## config.mk

```make
export PLATFORM = sky130hd
export DESIGN_NAME = multicycle_adder_ctrl_flat
export DESIGN_NICKNAME = d
export VERILOG_FILES = /design/src/rtl/multicycle_adder_ctrl_pkg.sv /design/src/rtl/multicycle_adder_ctrl_if.sv /design/src/rtl/multicycle_adder_ctrl_rca.sv /design/src/rtl/multicycle_adder_ctrl.sv /design/src/flat_wrapper.sv
export SDC_FILE = /design/constraint.sdc
export NUM_CORES = 1
export LEC_CHECK = 0
export BUFFER_PORTS_ARGS = -buffer_cell sky130_fd_sc_hd__buf_2
export CORE_UTILIZATION = 55
export DETAILED_ROUTE_END_ITERATION = 10
export PLACE_DENSITY_LB_ADDON = 0.08
export SLEW_MARGIN = 20
export SYNTH_ARGS = -nofsm -noshare
export SYNTH_HDL_FRONTEND = slang
export SYNTH_HIERARCHICAL = 1
export SYNTH_SLANG_ARGS = --single-unit
```

## constraint.sdc

```tcl
create_clock -name clk -period 10.5 [get_ports clk]
set_clock_uncertainty 0.15 [all_clocks]
set_input_delay 2.1 -clock clk [delete_from_list [all_inputs] [get_ports clk]]
set_output_delay 2.1 -clock clk [all_outputs]
set_load 0.02 [all_outputs]
```

## src/rtl/multicycle_adder_ctrl_pkg.sv

```systemverilog
// mcadd_pkg: shared types and default widths
// for the multicycle chunked adder controller.
package mcadd_pkg;

  localparam int MCADD_DATA_WIDTH  = 32;
  localparam int MCADD_CHUNK_WIDTH = 8;

  typedef enum logic [1:0] {
    IDLE,
    RUN,
    DONE
  } mcadd_state_e;

endpackage

```

## src/rtl/multicycle_adder_ctrl_if.sv

```systemverilog
// Operand/result valid-ready bundle for the
// multicycle adder controller.
interface multicycle_adder_ctrl_if
  import mcadd_pkg::*;
#(
  parameter int DATA_WIDTH = MCADD_DATA_WIDTH
);

  logic                  in_valid;
  logic                  in_ready;
  logic [DATA_WIDTH-1:0] a;
  logic [DATA_WIDTH-1:0] b;
  logic                  cin;
  logic                  out_valid;
  logic                  out_ready;
  logic [DATA_WIDTH:0]   sum;
  logic                  busy;

  modport master (
    output in_valid, a, b, cin, out_ready,
    input  in_ready, out_valid, sum, busy
  );

  modport slave (
    input  in_valid, a, b, cin, out_ready,
    output in_ready, out_valid, sum, busy
  );

endinterface

```

## src/rtl/multicycle_adder_ctrl_rca.sv

```systemverilog
// rca: plain ripple-carry adder, one full
// adder cell per bit.
module rca #(
  parameter int DATA_WIDTH = 8
) (
  input  logic [DATA_WIDTH-1:0] a_i,
  input  logic [DATA_WIDTH-1:0] b_i,
  input  logic                  cin_i,
  output logic [DATA_WIDTH-1:0] sum_o,
  output logic                  cout_o
);

  logic [DATA_WIDTH:0] c;

  assign c[0] = cin_i;

  for (genvar i = 0; i < DATA_WIDTH; i++) begin : g_fa
    assign sum_o[i] = a_i[i] ^ b_i[i] ^ c[i];
    assign c[i+1]   = (a_i[i] & b_i[i]) |
                      (c[i] & (a_i[i] ^ b_i[i]));
  end

  assign cout_o = c[DATA_WIDTH];

endmodule

```

## src/rtl/multicycle_adder_ctrl.sv

```systemverilog
// multicycle_adder_ctrl: adds a+b+cin one chunk per cycle
// on a shared rca slice. Optional MCADD_OVF_EN adds ovf.
module multicycle_adder_ctrl
  import mcadd_pkg::*;
#(
  parameter int DATA_WIDTH  = MCADD_DATA_WIDTH,
  parameter int CHUNK_WIDTH = MCADD_CHUNK_WIDTH
) (
  input  logic clk,
  input  logic reset,
  multicycle_adder_ctrl_if.slave bus
`ifdef MCADD_OVF_EN
  ,
  output logic ovf
`endif
);

  localparam int NUM_CHUNKS = DATA_WIDTH / CHUNK_WIDTH;
  localparam int IDX_W  = (NUM_CHUNKS > 1) ?
                          $clog2(NUM_CHUNKS) : 1;
  localparam int BASE_W = $clog2(DATA_WIDTH + 1);
  localparam logic [IDX_W-1:0] LAST =
    IDX_W'(NUM_CHUNKS - 1);

  if ((CHUNK_WIDTH > DATA_WIDTH) ||
      (DATA_WIDTH % CHUNK_WIDTH != 0)) begin : g_bad_cfg
    $error("CHUNK_WIDTH must divide DATA_WIDTH");
  end

  mcadd_state_e          state_q;
  logic [DATA_WIDTH-1:0] a_q;
  logic [DATA_WIDTH-1:0] b_q;
  logic                  carry_q;
  logic [IDX_W-1:0]      idx_q;
  logic [DATA_WIDTH:0]   sum_q;
  logic                  in_ready_q;
  logic                  out_valid_q;
  logic                  busy_q;
`ifdef MCADD_OVF_EN
  logic                  ovf_q;
`endif

  logic [BASE_W-1:0]      base;
  logic [CHUNK_WIDTH-1:0] a_sl;
  logic [CHUNK_WIDTH-1:0] b_sl;
  logic [CHUNK_WIDTH-1:0] sl_sum_d;
  logic                   sl_co_d;

  assign base = BASE_W'(idx_q) * BASE_W'(CHUNK_WIDTH);
  assign a_sl = a_q[base +: CHUNK_WIDTH];
  assign b_sl = b_q[base +: CHUNK_WIDTH];

  rca #(
    .DATA_WIDTH (CHUNK_WIDTH)
  ) u_rca (
    .a_i    (a_sl),
    .b_i    (b_sl),
    .cin_i  (carry_q),
    .sum_o  (sl_sum_d),
    .cout_o (sl_co_d)
  );

  // Control FSM: accept, walk the chunks, hold result.
  always_ff @(posedge clk) begin
    if (reset) begin
      state_q     <= IDLE;
      a_q         <= '0;
      b_q         <= '0;
      carry_q     <= 1'b0;
      idx_q       <= '0;
      sum_q       <= '0;
      in_ready_q  <= 1'b1;
      out_valid_q <= 1'b0;
      busy_q      <= 1'b0;
`ifdef MCADD_OVF_EN
      ovf_q       <= 1'b0;
`endif
    end else begin
      unique case (state_q)
        IDLE: begin
          if (bus.in_valid) begin
            a_q        <= bus.a;
            b_q        <= bus.b;
            carry_q    <= bus.cin;
            idx_q      <= '0;
            in_ready_q <= 1'b0;
            busy_q     <= 1'b1;
            state_q    <= RUN;
          end
        end
        RUN: begin
          sum_q[base +: CHUNK_WIDTH] <= sl_sum_d;
          carry_q <= sl_co_d;
          idx_q   <= idx_q + 1'b1;
          if (idx_q == LAST) begin
            sum_q[DATA_WIDTH] <= sl_co_d;
            out_valid_q       <= 1'b1;
            state_q           <= DONE;
`ifdef MCADD_OVF_EN
            ovf_q <= (a_q[DATA_WIDTH-1] ==
                      b_q[DATA_WIDTH-1]) &&
                     (sl_sum_d[CHUNK_WIDTH-1] !=
                      a_q[DATA_WIDTH-1]);
`endif
          end
        end
        DONE: begin
          if (bus.out_ready) begin
            out_valid_q <= 1'b0;
            in_ready_q  <= 1'b1;
            busy_q      <= 1'b0;
            state_q     <= IDLE;
          end
        end
        default: state_q <= IDLE;
      endcase
    end
  end

  assign bus.in_ready  = in_ready_q;
  assign bus.out_valid = out_valid_q;
  assign bus.sum       = sum_q;
  assign bus.busy      = busy_q;
`ifdef MCADD_OVF_EN
  assign ovf           = ovf_q;
`endif

endmodule
```

## src/flat_wrapper.sv

```systemverilog
// flat-port wrapper written by rule: the top's interface ports become plain ports
module multicycle_adder_ctrl_flat import mcadd_pkg::*;
#(
  parameter int DATA_WIDTH  = MCADD_DATA_WIDTH,
  parameter int CHUNK_WIDTH = MCADD_CHUNK_WIDTH
)
  (clk, reset, bus_in_valid, bus_a, bus_b, bus_cin, bus_out_ready, bus_in_ready, bus_out_valid, bus_sum, bus_busy);
  multicycle_adder_ctrl_if #(.DATA_WIDTH(DATA_WIDTH)) bus_i ();
  input  logic clk;
  input  logic reset;
  input wire logic [$bits(bus_i.in_valid)-1:0] bus_in_valid;
  input wire logic [$bits(bus_i.a)-1:0] bus_a;
  input wire logic [$bits(bus_i.b)-1:0] bus_b;
  input wire logic [$bits(bus_i.cin)-1:0] bus_cin;
  input wire logic [$bits(bus_i.out_ready)-1:0] bus_out_ready;
  output wire logic [$bits(bus_i.in_ready)-1:0] bus_in_ready;
  output wire logic [$bits(bus_i.out_valid)-1:0] bus_out_valid;
  output wire logic [$bits(bus_i.sum)-1:0] bus_sum;
  output wire logic [$bits(bus_i.busy)-1:0] bus_busy;
  assign bus_i.in_valid = bus_in_valid;
  assign bus_i.a = bus_a;
  assign bus_i.b = bus_b;
  assign bus_i.cin = bus_cin;
  assign bus_i.out_ready = bus_out_ready;
  assign bus_in_ready = bus_i.in_ready;
  assign bus_out_valid = bus_i.out_valid;
  assign bus_sum = bus_i.sum;
  assign bus_busy = bus_i.busy;
  multicycle_adder_ctrl #(.DATA_WIDTH(DATA_WIDTH), .CHUNK_WIDTH(CHUNK_WIDTH)) u_core (.clk(clk), .reset(reset), .bus(bus_i));
endmodule
```

; ---- Word-level counts from Yosys, hierarchy flattened
; Index checks and enable logic that the tools add are counted.
; W data, S select, Z words.
[op_classes]
mux = 18
reduce_logical = 9
bitwise = 40
n_mul = 0
shifts = 4
n_div = 0
addsub = 2
magnitude_cmp = 0
n_eq_ne = 6
[op_table]
columns = cell, count
row1 = $shiftx A32 B6 Y8, 2
row2 = $bwmux W33, 1
row3 = $shift A8 B8 Y33 const A, 1
row4 = $shiftx A8 B8 Y33, 1
row5 = $and A1 B1 Y1, 16
row6 = $xor A1 B1 Y1, 16
row7 = $reduce_and A3 Y1, 3
row8 = $mux W2, 4
row9 = $neg A5 Y8, 1
row10 = $or A1 B1 Y1, 8
row11 = $pmux W1 S2, 4
row12 = $mux W1, 7
row13 = $pmux W2 S3, 1
row14 = $reduce_bool A2 Y1, 3
row15 = $eq A2 B2 Y1 const B, 2
row16 = $ne A2 B2 Y1 const B, 2
row17 = $pmux W2 S2, 1
row18 = $reduce_and A2 Y1, 2
row19 = $add A2 B1 Y2 const B, 1
row20 = $eq A2 B1 Y1 const B, 1
row21 = $logic_not A2 Y1, 1
row22 = $ne A2 B1 Y1 const B, 1
[word_totals]
ff_bits = 105
mem_count = 0
ram_bits = 0
latch_bits = 0
rom_bits = 0
output_inout_bits = 36
word_cells = 88
inputBits = 69

; ---- Depth between registers and ports, before layout
[depth]
ltp_word = 20
ltp_mapped = 16
depth_no_buf = 15

; ---- By module
; The synthesis kept the hierarchy.
[by_module_without_submodules]
columns = mod, seq_area_each_um2, instances, area_per_inst_um2, cells_each
row1 = multicycle_adder_ctrl, 2102.0, 1, 4476.8, 495
row2 = rca, 0.0, 1, 197.7, 18

; ---- Worst setup path before layout
; OpenSTA, ideal clock, no wires.
[synth_timing]
path_kind = reg-to-reg
startpoint = reg u_core.idx_q[0]
endpoint = reg u_core.sum_q[7], in the netlist u_core/bus.sum[7]
t_required_ns = 10.279
path_stages_with_launch = 17
setup_time_ns = 0.071
period_less_slack_ns = 4.714
n_path_buf = 1
arrival_time_ns = 4.493
slack_ns = 5.786
cell_sequence = dfxtp_1 -> buf_4 -> mux4_2 -> fa_1 -> inv_1 -> fa_1 -> inv_1 -> fa_1 -> fa_1 -> fa_1 -> fa_1 -> fa_1 -> inv_1 -> fa_1 -> inv_1 -> nand3_1 -> a21oi_1
[synth_between]
elab_chain_len = 19
word_cells_on_any_way = 43
classes_between = add/sub: 1 / shift: 4 / mux: 1 / bitwise: 37
[synth_rtl]
columns = item, line
row1 = "start, declared", multicycle_adder_ctrl.sv:34  ; logic [IDX_W-1:0] idx_q;
row2 = "start signal, assigned", multicycle_adder_ctrl.sv:94  ; idx_q <= idx_q + 1'b1;
row3 = $shiftx A32 B6 Y8 (*), multicycle_adder_ctrl.sv:50  ; assign a_sl = a_q[base +: CHUNK_WIDTH];
row4 = named net u_core.a_sl[0], multicycle_adder_ctrl.sv:44  ; logic [CHUNK_WIDTH-1:0] a_sl;
row5 = $xor A1 B1 Y1, multicycle_adder_ctrl_rca.sv:20  ; (c[i] & (a_i[i] ^ b_i[i]));
row6 = $and A1 B1 Y1, multicycle_adder_ctrl_rca.sv:20
row7 = $or A1 B1 Y1 (*), multicycle_adder_ctrl_rca.sv:19  ; assign c[i+1] = (a_i[i] & b_i[i]) |
row8 = $and A1 B1 Y1 (*), multicycle_adder_ctrl_rca.sv:20
row9 = $or A1 B1 Y1 (*), multicycle_adder_ctrl_rca.sv:19
row10 = $and A1 B1 Y1 (*), multicycle_adder_ctrl_rca.sv:20
row11 = [5 not listed], n/a
row12 = $and A1 B1 Y1 (*), multicycle_adder_ctrl_rca.sv:20
row13 = $or A1 B1 Y1 (*), multicycle_adder_ctrl_rca.sv:19
row14 = $and A1 B1 Y1 (*), multicycle_adder_ctrl_rca.sv:20
row15 = $or A1 B1 Y1 (*), multicycle_adder_ctrl_rca.sv:19
row16 = $xor A1 B1 Y1 (*), multicycle_adder_ctrl_rca.sv:18  ; assign sum_o[i] = a_i[i] ^ b_i[i] ^ c[i];
row17 = named net u_core.sl_sum_d[7], multicycle_adder_ctrl.sv:46  ; logic [CHUNK_WIDTH-1:0] sl_sum_d;
row18 = $shiftx A8 B8 Y33 (*), multicycle_adder_ctrl.sv:92  ; sum_q[base +: CHUNK_WIDTH] <= sl_sum_d;
row19 = $bwmux W33 (*), multicycle_adder_ctrl.sv:92
row20 = "end signal, assigned by index", multicycle_adder_ctrl.sv:92
row21 = "end signal, assigned by index", multicycle_adder_ctrl.sv:96  ; sum_q[DATA_WIDTH] <= sl_co_d;
row22 = "end, declared", multicycle_adder_ctrl.sv:35  ; logic [DATA_WIDTH:0] sum_q;
; The timed path passes the listed nets; every way through them passes the cells marked *.
; A chain may end at the register's enable or synchronous reset.

; ---- Final worst setup path
; Same ends and word-level chain as after synthesis.

==> summary.txt <==
Critical path
  • Reg2reg start: u_core/idx_q[0]
  • CP Data Arrival Time: 5.02 ns
  • Critical path's top delay family: adder cells
  • Setup CP Type: flop to flop
  • Worst-path cell chain: mux4_2, fa_1, inv_1, fa_1, inv_1, fa_1, fa_1, fa_1, fa_1, fa_1, inv_1, fa_1, inv_1, nand3_1, a21oi_1
  • RR Endpoint: u_core/bus.sum[7]
  • WP buf/inv: 4
  • Instance count on the critical path: 15
  • CP endpoint: u_core/bus.sum[7]
  • Startpoint types: flop
  • Flop2flop setup slack: 5.63 ns
  • CP max-delay cell: mux4_2
  • Crit-path max FO: 7
  • Worst stage delay on the critical path: 0.59 ns
  • WP data required: 10.65 ns
  • Crit path from: u_core/idx_q[0]
  • R2R cell count: 15
  • Worst setup EP type: flop
  • Cell mode on critical path: fa_1

Yosys
  • Synthesized cell area: 0.00467 mm²
  • Top cell type's share of synthesized area: 0.450
  • Largest cells by area after synthesis: dfxtp_1, nand2_1, mux4_2
  • Cell taking the most area after synthesis: dfxtp_1
  • YS warnings: 6
  • Yosys reg bits: 105
  • Sequential-to-total area share from yosys stat: 0.450
  • Number of library cell types mapped by synthesis: 33
  • Number of cells produced by synthesis: 513
  • Syn_area_per_cell: 9.11 µm²
  • Syn nets: 594

Detailed routing
  • Final wirelength: 10.1 mm
  • Vias post-DR: 3734
  • Avg WL per Cell: 14.3 µm
  • Detail Route Antenna Nets: 0
  • Post-DR vias/cell: 5.30
  • DR pass1 iterations: 4
  • 1st-iter DRT viols: 152
  • Residual DRC: 0

Layout
  • Nets: 677
  • Most common cell after layout, fill and taps aside: nand2_1
  • Area of the multi-input gates: 0.00221 mm²
  • Post-route core utilization: 0.644
  • Ant diodes: 0
  • Fin cells: 704
  • Layout cells sized above 1: 0.274
  • Total area of sequential cells: 0.00210 mm²
  • Most frequent cells in the layout: nand2_1, dfxtp_1, buf_2, a21oi_1, nand3b_1
  • Filler cells: 727
  • Area Overhead vs Synth: 13.1%

STA
  • Slew HR: 0.452
  • Final Hold Viols: 0
  • Final setup TNS: 0 ns
  • Slew @ Worst Pin: 0.823 ns
  • Max-slew violations: 0
  • Tmin final: 4.87 ns
  • Final setup viols: 0
  • RSZ-0062 raised after global routing: no
  • Max Clk Rate: 0.205 GHz
  • Final worst path period share: 0.464

Floorplan
  • Die ar.: 0.00887 mm²
  • # rows: 33
  • Core area: 0.00822 mm²
  • Die H: 94.2 µm
  • IO Count: 105
  • Starting Density: 0.569
  • Die Wd: 94.2 µm

CTS
  • Root Driver: clkbuf_8
  • Max clock buf depth: 2
  • Worst skew pair latency: 0.36 ns
  • Setup Fix Bufs, Post-CTS: 0
  • H-Tree Depth: 3
  • Hold-fix buffers, CTS: 0
  • CTS tree: done
  • CTS Sinks: 105
  • Clock transition at the registers of the reported paths: 0.10 ns
  • Post-CTS sizing: 0
  • Total CTS buffers: 9

Place
  • # port buffers: 104
  • Routability cong.: 0.756
  • DP Cell Count: 690
  • Hpwl dp: 7.01 mm

Pwr
  • PD cells: 156 mW/mm²
  • P_leak: 2.11 nW
  • Total chip power: 0.000826 W
  • Maximum VDD drop: 0.0000943 V

Global route
  • Initial antenna violation count: 0
  • Overflow after GRT: 0
  • Pin count of the biggest net entering global routing: 108
  • Global-route wire length before repair: 16.5 mm
  • All-Layer GR Usage: 0.240
  • Vias in the first global route: 3503

Status
  • Status: finished clean

Min path
  • Worst hold path type: flop to flop

Run
  • Max cap viols: 0
-- worst min-delay path, stage by stage (launching register included) --
cell and delay (ns):
dfxtp_1 0.32, nand2_1 0.05, a21oi_1 0.05
-- layout make-up --
type / instances / share of cell area
inverter: 15 / 0.0106
clock inverter: 5 / 0.0196
tap: 105 / 0.0248
multi-input combinational: 356 / 0.417
sequential: 105 / 0.398
timing repair buffer: 109 / 0.107
clock buffer: 9 / 0.0234
-- worst min path at each step --
stage | endpoint | from | slack [ns] | cells past startpoint
global placement | u_core/b_q[6] | u_core/b_q[6] | 0.29 | 2
detailed placement | u_core/bus.sum[2] | u_core/bus.sum[2] | 0.29 | 2
global route | u_core/b_q[12] | u_core/b_q[12] | 0.32 | 2
CTS | u_core/bus.sum[2] | u_core/bus.sum[2] | 0.31 | 2
finish | u_core/bus.sum[2] | u_core/bus.sum[2] | 0.30 | 2
floorplan | u_core/a_q[16] | u_core/a_q[16] | 0.28 | 2
-- report_power, final --
group	internal [W]	switching, W	total, W
Combinational	0.0000445	0.0000652	0.000110
Clock	0.000156	0.000131	0.000287
Sequential	0.000417	0.0000122	0.000429
-- cell families (layout without fill, tap and decap cells) --
| family | count (synthesis) | in the layout | share of synthesized area |
|---|---|---|---|
| muxes | 16 | 16 | 0.0771 |
| buffers and inverters | 52 | 138 | 0.0798 |
| AOI/OAI and AO/OA | 111 | 111 | 0.136 |
| and+or+nand+nor | 217 | 217 | 0.212 |
| adders and majority gates | 12 | 12 | 0.0450 |
| DFF | 105 | 105 | 0.450 |
-- through the flow --
| stage | instance area [µm²] | hold WS, ns | worst slack (ns) |
|---|---|---|---|
| finish | 5290 | 0.303 | 5.63 |
| global route | 5290 | 0.323 | 5.35 |
| CTS | 5280 | 0.306 | 5.62 |
| detailed placement | 5060 | 0.294 | 5.65 |
| global placement | 5060 | 0.290 | 5.72 |
| floorplan | 4670 | 0.283 | 5.79 |
-- cells in the mapped netlist --
master and count:
buf_2 6, o21ai_0 9, nor2b_1 1, nand2b_1 2
buf_12 6, mux4_2 16, nor3b_2 2, nand2_1 164
or3_1 1, buf_6 8, inv_1 15, o21bai_1 2
clkbuf_1 13, nor4b_4 1, and3b_2 2, a2bb2oi_1 1
o22ai_1 1, ha_1 4, nand3_1 17, clkbuf_2 1
nor4bb_1 1, or3b_1 1, nor2_2 1, fa_1 8
a21oi_2 18, dfxtp_1 105, a21oi_1 70, nor3b_1 2
o21ai_1 9, buf_4 3, nor2_1 2, nand3b_1 20
a221oi_1 1
-- state kept, by name, summed over array words and instances (netlist names) --
name,flops
u_core/carry_q,1
u_core/idx_q,2
u_core/state_q,2
u_core/bus.out_valid,1
u_core/bus.busy,1
u_core/b_q,32
u_core/a_q,32
u_core/bus.in_ready,1
u_core/bus.sum,33
-- routing by layer --
layer  routed length (µm)  GRT usage  vias up
met3                  531     0.0534       10
met2                 5020      0.406       99
li1                     -          -     1882
met1                 4420      0.306     1743
met4                  108     0.0667        0
met5                    0          0        -
Note: power is estimated with default switching activity, not from simulation.
